File: config.mk
export PLATFORM = sky130hd
export DESIGN_NAME = sdram_rr_arbiter
export DESIGN_NICKNAME = d
export VERILOG_FILES = /design/src/rtl/sdram_arb_pkg.sv /design/src/rtl/sdram_rd_tag_fifo.sv /design/src/rtl/sdram_rr_arbiter.sv
export SDC_FILE = /design/constraint.sdc
export NUM_CORES = 1
export LEC_CHECK = 0
export CAP_MARGIN = 10
export CELL_PAD_IN_SITES_DETAIL_PLACEMENT = 1
export CELL_PAD_IN_SITES_GLOBAL_PLACEMENT = 1
export CORE_MARGIN = 10
export CORE_UTILIZATION = 23
export CTS_BUF_LIST = sky130_fd_sc_hd__clkbuf_4 sky130_fd_sc_hd__clkbuf_8
export DETAILED_ROUTE_END_ITERATION = 16
export GPL_ROUTABILITY_DRIVEN = 0
export PLACE_DENSITY_LB_ADDON = 0.1
export SKIP_LAST_GASP = 1
export SLEW_MARGIN = 20
export SYNTH_ARGS = -nofsm -noshare
export SYNTH_HDL_FRONTEND = slang
export SYNTH_SLANG_ARGS = --single-unit
File: constraint.sdc
create_clock -name clock_clk -period 5.9 [get_ports clock_clk]
set_input_delay 0.885 -clock clock_clk [delete_from_list [all_inputs] [get_ports clock_clk]]
set_output_delay 0.885 -clock clock_clk [all_outputs]
set_load 0.03 [all_outputs]
File: src/rtl/sdram_arb_pkg.sv
// Shared constants and types for the two-master SDRAM round-robin arbiter.
package sdram_arb_pkg;

  localparam int ADDR_W_DEF   = 24;
  localparam int DATA_W_DEF   = 16;
  localparam int MAX_PEND_DEF = 8;

  localparam logic [1:0] IDLE   = 2'd0;
  localparam logic [1:0] GRANT0 = 2'd1;
  localparam logic [1:0] GRANT1 = 2'd2;

  // Identifies which master issued a read: 0 = m0, 1 = m1.
  typedef logic master_id_t;

endpackage

File: src/rtl/sdram_rd_tag_fifo.sv
// Synchronous FIFO of 1-bit master IDs, one entry per outstanding SDRAM read.
module sdram_rd_tag_fifo
  import sdram_arb_pkg::*;
#(
  parameter int DEPTH = MAX_PEND_DEF,
  parameter int CNT_W = $clog2(DEPTH) + 1
) (
  input  logic             clk,
  input  logic             rst_n,
  input  logic             push_i,
  input  master_id_t       din_i,
  input  logic             pop_i,
  output master_id_t       dout_o,
  output logic             full_o,
  output logic             empty_o,
  output logic [CNT_W-1:0] count_o
);

  localparam int PTR_W = $clog2(DEPTH);
  localparam logic [CNT_W-1:0] FULL_CNT = CNT_W'(DEPTH);

  logic [DEPTH-1:0] mem_q;
  logic [PTR_W-1:0] wr_ptr_q, rd_ptr_q;
  logic [CNT_W-1:0] count_q;
  logic             wr_en, rd_en;

  assign full_o  = (count_q == FULL_CNT);
  assign empty_o = (count_q == '0);
  assign count_o = count_q;
  assign dout_o  = mem_q[rd_ptr_q];
  assign wr_en   = push_i & ~full_o;
  assign rd_en   = pop_i & ~empty_o;

  // NOTE: storage has no reset; only pointers and count need one, so the array stays plain flops/RAM.
  always_ff @(posedge clk) begin
    if (wr_en) mem_q[wr_ptr_q] <= din_i;
  end

  always_ff @(posedge clk or negedge rst_n) begin
    if (!rst_n) begin
      wr_ptr_q <= '0;
      rd_ptr_q <= '0;
      count_q  <= '0;
    end else begin
      if (wr_en) wr_ptr_q <= wr_ptr_q + 1'b1;
      if (rd_en) rd_ptr_q <= rd_ptr_q + 1'b1;
      case ({wr_en, rd_en})
        2'b10:   count_q <= count_q + 1'b1;
        2'b01:   count_q <= count_q - 1'b1;
        default: count_q <= count_q;
      endcase
    end
  end

endmodule

File: src/rtl/sdram_rr_arbiter.sv
// Round-robin Avalon-MM arbiter: two masters share one SDRAM controller port,
// read returns are steered back to the issuer via an ID FIFO.
module sdram_rr_arbiter
  import sdram_arb_pkg::*;
#(
  parameter int ADDR_W   = ADDR_W_DEF,
  parameter int DATA_W   = DATA_W_DEF,
  parameter int MAX_PEND = MAX_PEND_DEF
) (
  input  logic                clock_clk,
  input  logic                clock_sreset_reset_n,
  input  logic [ADDR_W-1:0]   m0_address,
  input  logic                m0_read,
  input  logic                m0_write,
  input  logic [DATA_W-1:0]   m0_writedata,
  input  logic [DATA_W/8-1:0] m0_byteenable,
  output logic                m0_waitrequest,
  output logic [DATA_W-1:0]   m0_readdata,
  output logic                m0_readdatavalid,
  input  logic [ADDR_W-1:0]   m1_address,
  input  logic                m1_read,
  input  logic                m1_write,
  input  logic [DATA_W-1:0]   m1_writedata,
  input  logic [DATA_W/8-1:0] m1_byteenable,
  output logic                m1_waitrequest,
  output logic [DATA_W-1:0]   m1_readdata,
  output logic                m1_readdatavalid,
  output logic [ADDR_W-1:0]   s_address,
  output logic                s_read,
  output logic                s_write,
  output logic [DATA_W-1:0]   s_writedata,
  output logic [DATA_W/8-1:0] s_byteenable,
  input  logic                s_waitrequest,
  input  logic [DATA_W-1:0]   s_readdata,
  input  logic                s_readdatavalid,
  output logic                err_orphan
);

  localparam int CNT_W = $clog2(MAX_PEND) + 1;
  localparam logic [CNT_W-1:0] LAST_FREE = CNT_W'(MAX_PEND - 1);

  logic [1:0]       state_q, state_d;
  logic             rr_ptr_q, rr_ptr_d;
  logic             err_q;
  logic             fifo_full, fifo_empty, push, pop, accept, full_after;
  logic [CNT_W-1:0] fifo_count;
  master_id_t       head_id;
  logic             gnt1, gnt_any, sel_read, sel_write, oth_read, oth_write;
  logic             m0_elig, m1_elig, oth_elig_after;

  sdram_rd_tag_fifo #(.DEPTH(MAX_PEND), .CNT_W(CNT_W)) u_tag_fifo (
    .clk     (clock_clk),
    .rst_n   (clock_sreset_reset_n),
    .push_i  (push),
    .din_i   (gnt1),
    .pop_i   (pop),
    .dout_o  (head_id),
    .full_o  (fifo_full),
    .empty_o (fifo_empty),
    .count_o (fifo_count)
  );

  // A read may only compete while a tag slot is free; writes always may.
  assign m0_elig = m0_write | (m0_read & ~fifo_full);
  assign m1_elig = m1_write | (m1_read & ~fifo_full);

  assign gnt1      = (state_q == GRANT1);
  assign gnt_any   = (state_q != IDLE);
  assign sel_read  = gnt1 ? m1_read  : m0_read;
  assign sel_write = gnt1 ? m1_write : m0_write;
  assign oth_read  = gnt1 ? m0_read  : m1_read;
  assign oth_write = gnt1 ? m0_write : m1_write;

  assign s_address    = gnt1 ? m1_address    : m0_address;
  assign s_writedata  = gnt1 ? m1_writedata  : m0_writedata;
  assign s_byteenable = gnt1 ? m1_byteenable : m0_byteenable;
  assign s_read       = gnt_any & sel_read & ~fifo_full;
  assign s_write      = gnt_any & sel_write;

  assign accept         = (s_read | s_write) & ~s_waitrequest;
  assign m0_waitrequest = ~(accept & (state_q == GRANT0));
  assign m1_waitrequest = ~(accept & gnt1);

  assign push = accept & s_read;
  assign pop  = s_readdatavalid & ~fifo_empty;

  assign m0_readdata      = s_readdata;
  assign m1_readdata      = s_readdata;
  assign m0_readdatavalid = pop & ~head_id;
  assign m1_readdatavalid = pop & head_id;
  assign err_orphan       = err_q;

  // Fullness as it will be after this cycle's push/pop, for the back-to-back handoff.
  assign full_after     = (fifo_full & ~pop) | ((fifo_count == LAST_FREE) & push & ~pop);
  assign oth_elig_after = oth_write | (oth_read & ~full_after);

  // NOTE: every always_comb output gets a default first so no path can infer a latch.
  always_comb begin
    state_d  = state_q;
    rr_ptr_d = rr_ptr_q;
    case (state_q)
      IDLE: begin
        if (m0_elig && m1_elig) state_d = rr_ptr_q ? GRANT1 : GRANT0;
        else if (m0_elig)       state_d = GRANT0;
        else if (m1_elig)       state_d = GRANT1;
      end
      GRANT0, GRANT1: begin
        if (!(sel_read || sel_write)) begin
          state_d = IDLE;
        end else if (accept) begin
          rr_ptr_d = ~gnt1;
          state_d  = oth_elig_after ? (gnt1 ? GRANT0 : GRANT1) : IDLE;
        end
      end
      default: state_d = IDLE;
    endcase
  end

  // NOTE: state registers use non-blocking assignments so all flops update from the same pre-edge values.
  always_ff @(posedge clock_clk or negedge clock_sreset_reset_n) begin
    if (!clock_sreset_reset_n) begin
      state_q  <= IDLE;
      rr_ptr_q <= 1'b0;
      err_q    <= 1'b0;
    end else begin
      state_q  <= state_d;
      rr_ptr_q <= rr_ptr_d;
      err_q    <= err_q | (s_readdatavalid & fifo_empty);
    end
  end

endmodule

==> results.toml, run 1 <==
[yosys]
synthSimpleGateAreaFrac_pct = 11.2
netlist.area_leader.share_pct = 25.3
synthMuxAreaShare_pct = 29.9
synth_top_family_by_area = "multiplexers"
synth_area_per_cell_sq_um = 10.1
netlist_instances = 203
synth_cell_types = 36
ys_ff_latch = 22
synthTopCellsByArea = "mux2_2, dfrtp_1, buf_4"
synth-xor-area-share_pct = 3.42
synth_fa_ha_area_share_pct = 6.47
yosysSeqAreaShare_pct = 28.8
synth_top_cell_by_area = "mux2_2"
synth_ff_type = "dfrtp_1"
synth_edf_count = 8
syn_nets = 321
yosys_warnings = 0
synth_compound_area_share_pct = 5.49
synth_area_sq_um = 2050
ys_async_sr_fraction_pct = 63.6

[die]
fp.dieW_um = 114
core_area_sq_um = 8720
die_h_um = 114
ios = 189
rows = 34
dieArea_sq_um = 13100
initial_utilization_pct = 23.5

[timing]
tns_ps = 0
fin_skew_ps = 6.37
setup_violations = 0
slew_headroom_pct = 52.4
rsz0062_at_grt = "false"
period_share_pct = 68.3
maxSlewViolCount = 0
fin_crit_ps = 4030
worst_pin_slew_ps = 712
hold_viol_final = 0
fmax_mhz = 248

[worst_setup_path]
endpoint_kind = "output pin"
path_depth = 6
slowest_stage = "clkdlybuf4s50_1"
critPathMaxFanout = 8
path_delay_family = "buffers and inverters"
r2r_cells = 13
crit_path_max_incr_delay_ps = 630
crit_chain = "clkdlybuf4s50_1 > nor3_1 > a21oi_1 > nor4b_1 > nand2_1 > clkdlybuf4s50_1"
critPathLaunchType = "primary input"
arrival_ps = 3140
critical_path_class = "primary input to output pin"
critical_path_required_ps = 5020
critPathBufInv = 2
path_common_cell = "clkdlybuf4s50_1"

[status]
outcome = "complete, no violations"

[layout]
areaGrowthSynthToFinish_pct = 64.7
layout.nets = 429
drive_gt1_share_pct = 17.7
final_common_cell = "clkdlybuf4s50_1"
diodes = 0
final_area_sq_um = 3380
layout_common_cells = "clkdlybuf4s50_1, mux2_2, nor2_1, dfrtp_1, nand2_1"
final_core_util_pct = 38.7

[power]
peakVddDrop_mv = 0.164
power_uw = 1450
p_per_area_nw_per_um2 = 430
p_leak_uw = 0.00130

[clock_network]
htreeDepth = 1
clockBufferDepth = 2
clock_tree.root_cell = "clkbuf_8"
clk_pin_slew_worst_paths_ps = 70
clk_latency_ps = 260
ctsResizeCount = 0
cts_made_buffers = 3
cts_sinks = 22
cts_setup_buffers = 0
hold_buffers = 0
tritoncts = "yes"

[drt]
drt_iter0_drc = 73
drc_errors = 0
viasPerCell = 4.47
routed_wl_um = 8500
first_pass_iters = 4
vias = 1869
routedWlPerCell_um = 20.3
antenna_left = 0

[global_routing]
grt_first_pass_wirelength_um = 12600
grt_pass1_vias = 1998
grt_max_degree = 52
overflow = 0
grt_usage_pct = 12.2
antenna_found_initial = 0

[place]
placed_cell_area_sq_um = 3330
dp_hpwl_um = 7330
port-buffer-count = 140

[hold_path]
min_path_type = "register to register"
hold_depth = 1

[job]
cap_violations = 0
[metrics by stage]
stage / hold WS, ps / cells / setup slack, ps
after floorplan: 466 / 203 / 3000
after CTS: 501 / 418 / 1860
after detailed placement: 485 / 414 / 1860
after global routing: 525 / 418 / 1710
final: 496 / 418 / 1870
after global placement: 482 / 414 / 1900
[synthesized netlist by cell type, types with 2 or more instances]
| master | number |
|---|---|
| nand2_1 | 13 |
| ha_1 | 9 |
| and2_1 | 2 |
| a211oi_1 | 2 |
| a21oi_1 | 4 |
| xor2_1 | 3 |
| mux4_2 | 2 |
| xnor2_1 | 5 |
| buf_4 | 32 |
| mux2i_1 | 5 |
| clkbuf_1 | 2 |
| nor4b_1 | 2 |
| buf_1 | 3 |
| o21ai_0 | 2 |
| a21o_1 | 2 |
| mux2_2 | 46 |
| nand2b_1 | 4 |
| nor2_1 | 16 |
| dfrtp_1 | 14 |
| nor3_1 | 4 |
| inv_1 | 9 |
| edfxtp_1 | 8 |
[final timing paths]
kind,from,to,slack (ps)
min in group asynchronous,clock_sreset_reset_n,rr_ptr_q$_DFFE_PN0P_,1050
worst max-delay path,m0_read,m1_waitrequest,1870
worst max register to register,state_q[0]$_DFFE_PN0P_,u_tag_fifo.count_o[3]$_DFFE_PN0P_,2850
worst min-delay path,u_tag_fifo.rd_ptr_q[2]$_DFFE_PN0P_,u_tag_fifo.rd_ptr_q[2]$_DFFE_PN0P_,500
worst min register to register,u_tag_fifo.rd_ptr_q[2]$_DFFE_PN0P_,u_tag_fifo.rd_ptr_q[2]$_DFFE_PN0P_,500
max in group asynchronous,clock_sreset_reset_n,u_tag_fifo.rd_ptr_q[0]$_DFFE_PN0P_,4400
[power by group]
part	switching (uW)	leakage (uW)	internal, uW
sequential	66.4	0.000236	221
clock	47.4	0.0000231	46.4
combinational	555	0.00104	515
[layer usage]
| layer | up-vias | wire (um) | global-route usage (%) |
|---|---|---|---|
| met5 | - | 0 | 0 |
| met4 | 0 | 62 | 2.34 |
| met3 | 8 | 700 | 3.14 |
| met2 | 67 | 4850 | 24.2 |
| met1 | 900 | 2880 | 12.2 |
| li1 | 894 | - | - |
[sequential cells by signal, summed over array words and instances, names as in the netlist]
register             cells
err_orphan               1
rr_ptr_q                 1
state_q                  2
u_tag_fifo.count_o       4
u_tag_fifo.mem_q         8
u_tag_fifo.rd_ptr_q      3
u_tag_fifo.wr_ptr_q      3
[cell families after synthesis]
kind of cell,Yosys count
muxes,53
buffers and inverters,48
and+or+nand+nor,46
DFF,22
AOI/OAI and AO/OA,16
adders and majority gates,10
xor gates and xnor gates,8
[worst reg2reg max path, delay by kind of cell (launching register included)]
| kind | cells | cell delay [ps] |
|---|---|---|
| simple gates | 3 | 660 |
| compound gates | 2 | 350 |
| flops | 1 | 420 |
| mux | 1 | 190 |
| fa+ha+maj | 3 | 840 |
| xor+xnor | 2 | 270 |
| buf+inv | 2 | 210 |
[final cells by class]
class / count / area, sq um
timing repair buffer: 141 / 1410
sequential: 22 / 591
clock inverter: 1 / 3.75
fill: 984 / 5340
tap: 108 / 135
multi-input combinational: 133 / 1160
inverter: 10 / 37.5
clock buffer: 3 / 41.3
Power figures use the tool's default switching activity.
==> inputs of run 2 (changes only) <==
--- a/config.mk
+++ b/config.mk
@@ -9,7 +9,7 @@
 export CELL_PAD_IN_SITES_DETAIL_PLACEMENT = 1
 export CELL_PAD_IN_SITES_GLOBAL_PLACEMENT = 1
 export CORE_MARGIN = 10
-export CORE_UTILIZATION = 23
+export CORE_UTILIZATION = 19
 export CTS_BUF_LIST = sky130_fd_sc_hd__clkbuf_4 sky130_fd_sc_hd__clkbuf_8
 export DETAILED_ROUTE_END_ITERATION = 16
 export GPL_ROUTABILITY_DRIVEN = 0
==> constraint.sdc (replaced) <==
create_clock -name clock_clk -period 3.68 [get_ports clock_clk]
set_input_delay 0.552 -clock clock_clk [delete_from_list [all_inputs] [get_ports clock_clk]]
set_output_delay 0.552 -clock clock_clk [all_outputs]
set_load 0.03 [all_outputs]
==> results.toml, run 2 (same netlist as run 1, synthesis figures left out) <==
[status]
outcome = "complete, no violations"

[drt]
routedWlPerCell_um = 19.5
viasPerCell = 4.09
m1WireLength_um = 3070
wl_met2_um = 5000
drc_errors = 0
routed_wl_um = 8740
routed.top_layer = "met4"
antenna_left = 0
met3_wirelength_um = 600
drt_iter0_drc = 53
vias = 1836
first_pass_iters = 4

[worst_setup_path]
crit_path_max_incr_delay_ps = 600
endpoint_kind = "output pin"
path_depth = 8
critPathMaxFanout = 17
critical_path_required_ps = 3130
critPathBufInv = 3
critical_path_class = "register to output pin"
crit_chain = "inv_1 > ha_2 > nor3_1 > a21oi_1 > nor4b_1 > buf_4 > nand2_1 > clkdlybuf4s50_1"
path_delay_family = "buffers and inverters"
critPathLaunchType = "register"
arrival_ps = 2570
r2r_cells = 14
slowest_stage = "clkdlybuf4s50_1"

[global_routing]
overflow = 0
grt_first_pass_wirelength_um = 12200
grt_pass1_vias = 1920
grt_max_degree = 44
antenna_found_initial = 0
grt_usage_pct = 10.2

[place]
placed_cells = 445
dp_hpwl_um = 7500
port-buffer-count = 140
place_ws_ps = 562

[layout]
final_common_cell = "clkdlybuf4s50_1"
regMostFlops = "u_tag_fifo.mem_q"
diodes = 0
layout_common_cells = "clkdlybuf4s50_1, mux2_2, nor2_1, dfrtp_1, nand2_1"
drive_gt1_share_pct = 18.8
largest_reg_flops = 8
regArea_sq_um = 591
multi_input_area_sq_um = 1160
layout.cells.non_filler = 449
areaGrowthSynthToFinish_pct = 69.4
nFillCells = 1178
layout.nets = 432

[timing]
hold_viol_final = 0
timing.final.ws_setup_ps = 557
fin_skew_ps = 4.22
maxSlewViolCount = 0
rsz0062_at_grt = "false"
worst_pin_slew_ps = 753
fmax_mhz = 320
tns_ps = 0
slew_headroom_pct = 49.6
fin_crit_ps = 3120
period_share_pct = 84.9
setup_violations = 0

[power]
peakVddDrop_mv = 0.294
p_leak_uw = 0.00133
p_per_area_nw_per_um2 = 703

[job]
cap_violations = 0

[clock_network]
clk_pin_slew_worst_paths_ps = 80
tritoncts = "yes"
ctsResizeCount = 0
cts_setup_buffers = 0
clk_latency_ps = 260
hold_buffers = 0
cts_sinks = 22
cts_made_buffers = 3
clock_tree.root_cell = "clkbuf_8"
htreeDepth = 1
clockBufferDepth = 2

[die]
rows = 37
initial_utilization_pct = 19.7
die_h_um = 124
dieArea_sq_um = 15300
core_area_sq_um = 10400
ios = 189
fp.dieW_um = 124

[hold_path]
min_path_type = "register to register"
hold_depth = 1
run 2: cell count changes in the layout (fill, tap and decap cells not counted):
cell	delta
clkinv_1	-1
buf_12	+1
bufinv_16	+1
buf_4	+2
run 2: final timing paths:
check	start	endpoint	slack [ps]
min reg2reg	err_orphan$_DFF_PN0_	err_orphan$_DFF_PN0_	480
max reg2reg	state_q[0]$_DFFE_PN0P_	u_tag_fifo.count_o[3]$_DFFE_PN0P_	790
min in group asynchronous	clock_sreset_reset_n	rr_ptr_q$_DFFE_PN0P_	730
max	state_q[0]$_DFFE_PN0P_	m1_waitrequest	560
min	err_orphan$_DFF_PN0_	err_orphan$_DFF_PN0_	480
max in group asynchronous	clock_sreset_reset_n	u_tag_fifo.wr_ptr_q[2]$_DFFE_PN0P_	2480
run 2: routing by layer:
metal	GRT usage (%)	vias to the layer above
li1	-	900
met1	10.6	865
met2	20.4	65
met3	2.13	6
met4	2.23	0
met5	0	-
run 2: stage by stage:
| stage | instance area, sq um | hold WS (ps) | total power, uW | utilization, % |
|---|---|---|---|---|
| 4_1_cts | 3470 | 492 | 2490 | 33.4 |
| 3_5_place_dp | 3400 | 467 | 2250 | 32.7 |
| 6_report | 3470 | 485 | 2440 | 33.4 |
| 5_1_grt | 3470 | 497 | 2610 | 33.4 |
| 2_1_floorplan | 2050 | 256 | 1630 | - |
| 3_3_place_gp | 3400 | 463 | 2240 | 32.7 |
run 2: area by class of cell:
class	count	area share, %
clock buffer	3	1.19
clock inverter	1	0.864
inverter	10	1.08
multi-input combinational	133	33.4
sequential	22	17.0
tap	136	4.90
timing repair buffer	144	41.6
run 2: power breakdown:
part / switching [uW] / internal (uW)
Sequential: 107 / 354
Clock: 82.0 / 145
Combinational: 899 / 853
==> inputs of run 3 (changes only) <==
==> constraint.sdc (replaced) <==
create_clock -name clock_clk -period 2.8 [get_ports clock_clk]
set_input_delay 0.42 -clock clock_clk [delete_from_list [all_inputs] [get_ports clock_clk]]
set_output_delay 0.42 -clock clock_clk [all_outputs]
set_load 0.03 [all_outputs]
==> results.toml, run 3 (same netlist as run 1, synthesis figures left out) <==
[status]
outcome = "complete, no violations"

[global_routing]
overflow = 0
grt_first_pass_wirelength_um = 12000
antenna_found_initial = 0
grt_pass1_vias = 1945
grt_max_degree = 44
grt_usage_pct = 10.1

[place]
placed_cell_area_sq_um = 3460
port-buffer-count = 140
place_ws_ps = 77.8
dp_hpwl_um = 7500

[layout]
areaGrowthSynthToFinish_pct = 76.8
largest_reg_flops = 8
layout_common_cells = "clkdlybuf4s50_1, mux2_2, dlymetal6s2s_1, nor2_1, dfrtp_1"
layout.nets = 440
final_area_sq_um = 3620
diodes = 0
final_common_cell = "clkdlybuf4s50_1"
multi_input_area_sq_um = 1180
regMostFlops = "u_tag_fifo.mem_q"
regArea_sq_um = 591
nFillCells = 1200
drive_gt1_share_pct = 21.2

[clock_network]
tritoncts = "yes"
clk_latency_ps = 260
hold_buffers = 0
clockBufferDepth = 2
cts_sinks = 22
htreeDepth = 1
cts_made_buffers = 3
clk_pin_slew_worst_paths_ps = 80
clock_tree.root_cell = "clkbuf_8"

[die]
initial_utilization_pct = 19.7
fp.dieW_um = 124
rows = 37
dieArea_sq_um = 15300
ios = 189
die_h_um = 124
core_area_sq_um = 10400

[power]
peakVddDrop_mv = 0.406
p_per_area_nw_per_um2 = 902
comb_power_share_pct = 72.3
internal-power_uw = 1820
sw_frac_of_total_pct = 44.3
power_frac_clock_pct = 9.1
seq_power_share_pct = 18.6
netSwitchingPower_uw = 1450
p_leak_uw = 0.00160

[timing]
hold_viol_final = 0
fin_crit_ps = 2630
maxSlewViolCount = 0
rsz0062_at_grt = "false"
setup_violations = 0
slew_headroom_pct = 56.0
timing.final.ws_setup_ps = 170
fmax_mhz = 380
fin_skew_ps = 5.36
tns_ps = 0
worst_pin_slew_ps = 658
period_share_pct = 93.9

[worst_setup_path]
critPathMaxFanout = 22
critical_path_class = "register to output pin"
critPathLaunchType = "register"
arrival_ps = 2210
endpoint_kind = "output pin"
critical_path_required_ps = 2380

[drt]
drc_errors = 0
wl_met2_um = 4940
met3_wirelength_um = 719
first_pass_iters = 4
drt_iter0_drc = 61
routedWlPerCell_um = 19.1
antenna_left = 0
routed.top_layer = "met4"
viasPerCell = 4.18
routed_wl_um = 8730
m1WireLength_um = 2960
vias = 1912

[hold_path]
min_path_type = "register to register"

[job]
cap_violations = 0
-- run 3: cell count changes in the layout (fill, tap and decap cells not counted), sizes merged --
| cell | delta |
|---|---|
| clkdlybuf4s50 | -26 |
| dlymetal6s2s | +24 |
| buf | +7 |
| dlygate4sd2 | +2 |
| clkbuf | +1 |
-- run 3: path summary, 6_finish.rpt --
path	start	to	slack, ps	depth (start not counted)
worst max-delay path	state_q[0]$_DFFE_PN0P_	s_writedata[9]	170	5
max in group asynchronous	clock_sreset_reset_n	u_tag_fifo.rd_ptr_q[1]$_DFFE_PN0P_	1820	1
worst max register to register	state_q[0]$_DFFE_PN0P_	u_tag_fifo.count_o[3]$_DFFE_PN0P_	210	13
min in group asynchronous	clock_sreset_reset_n	u_tag_fifo.wr_ptr_q[2]$_DFFE_PN0P_	550	1
worst min register to register	u_tag_fifo.rd_ptr_q[2]$_DFFE_PN0P_	u_tag_fifo.rd_ptr_q[2]$_DFFE_PN0P_	500	1
worst min-delay path	u_tag_fifo.rd_ptr_q[2]$_DFFE_PN0P_	u_tag_fifo.rd_ptr_q[2]$_DFFE_PN0P_	500	1
-- run 3: metrics by stage --
| stage | power (uW) | util (%) | instances | hold slack [ps] |
|---|---|---|---|---|
| finish | 3270 | 34.8 | 457 | 499 |
| global route | 3510 | 34.8 | 457 | 528 |
| CTS | 3290 | 33.9 | 456 | 506 |
| detailed placement | 2990 | 33.2 | 452 | 489 |
| global placement | 2980 | 33.2 | 452 | 487 |
| floorplan | 2140 | - | 203 | 124 |
-- run 3: metal layers --
metal / global-route usage, % / up-vias
li1: - / 920
met1: 10.4 / 922
met2: 19.2 / 58
met3: 2.94 / 12
met4: 2.81 / 0
met5: 0 / -
-- run 3: final cells by class --
type	count	area share, %
Clock buffer	3	1.14
Tap cell	136	4.69
Timing Repair Buffer	152	43.6
Inverter	10	1.04
Sequential cell	22	16.3
Multi-Input combinational cell	133	32.4
Clock inverter	1	0.828
-- run 3: power groups by stage --
stage	combinational [uW]	sequential [uW]	clock, uW
5_1_grt	2550	633	324
3_5_place_dp	2370	616	0
2_1_floorplan	1560	581	0
4_1_cts	2370	610	309
6_report	2360	606	298
3_3_place_gp	2370	616	0
-- run 3: critical path, stage by stage, from the launching register on --
cell	delay, ps
dfrtp_1	420
inv_1	130
ha_4	240
buf_12	190
mux2_2	340
clkdlybuf4s50_1	610
-- run 3: repair_timing --
action | CTS | global route
gates cloned | 0 | 1
setup endpoints to repair | 2 | 44
resized for setup | 2 | 25
buffers inserted | 0 | 0
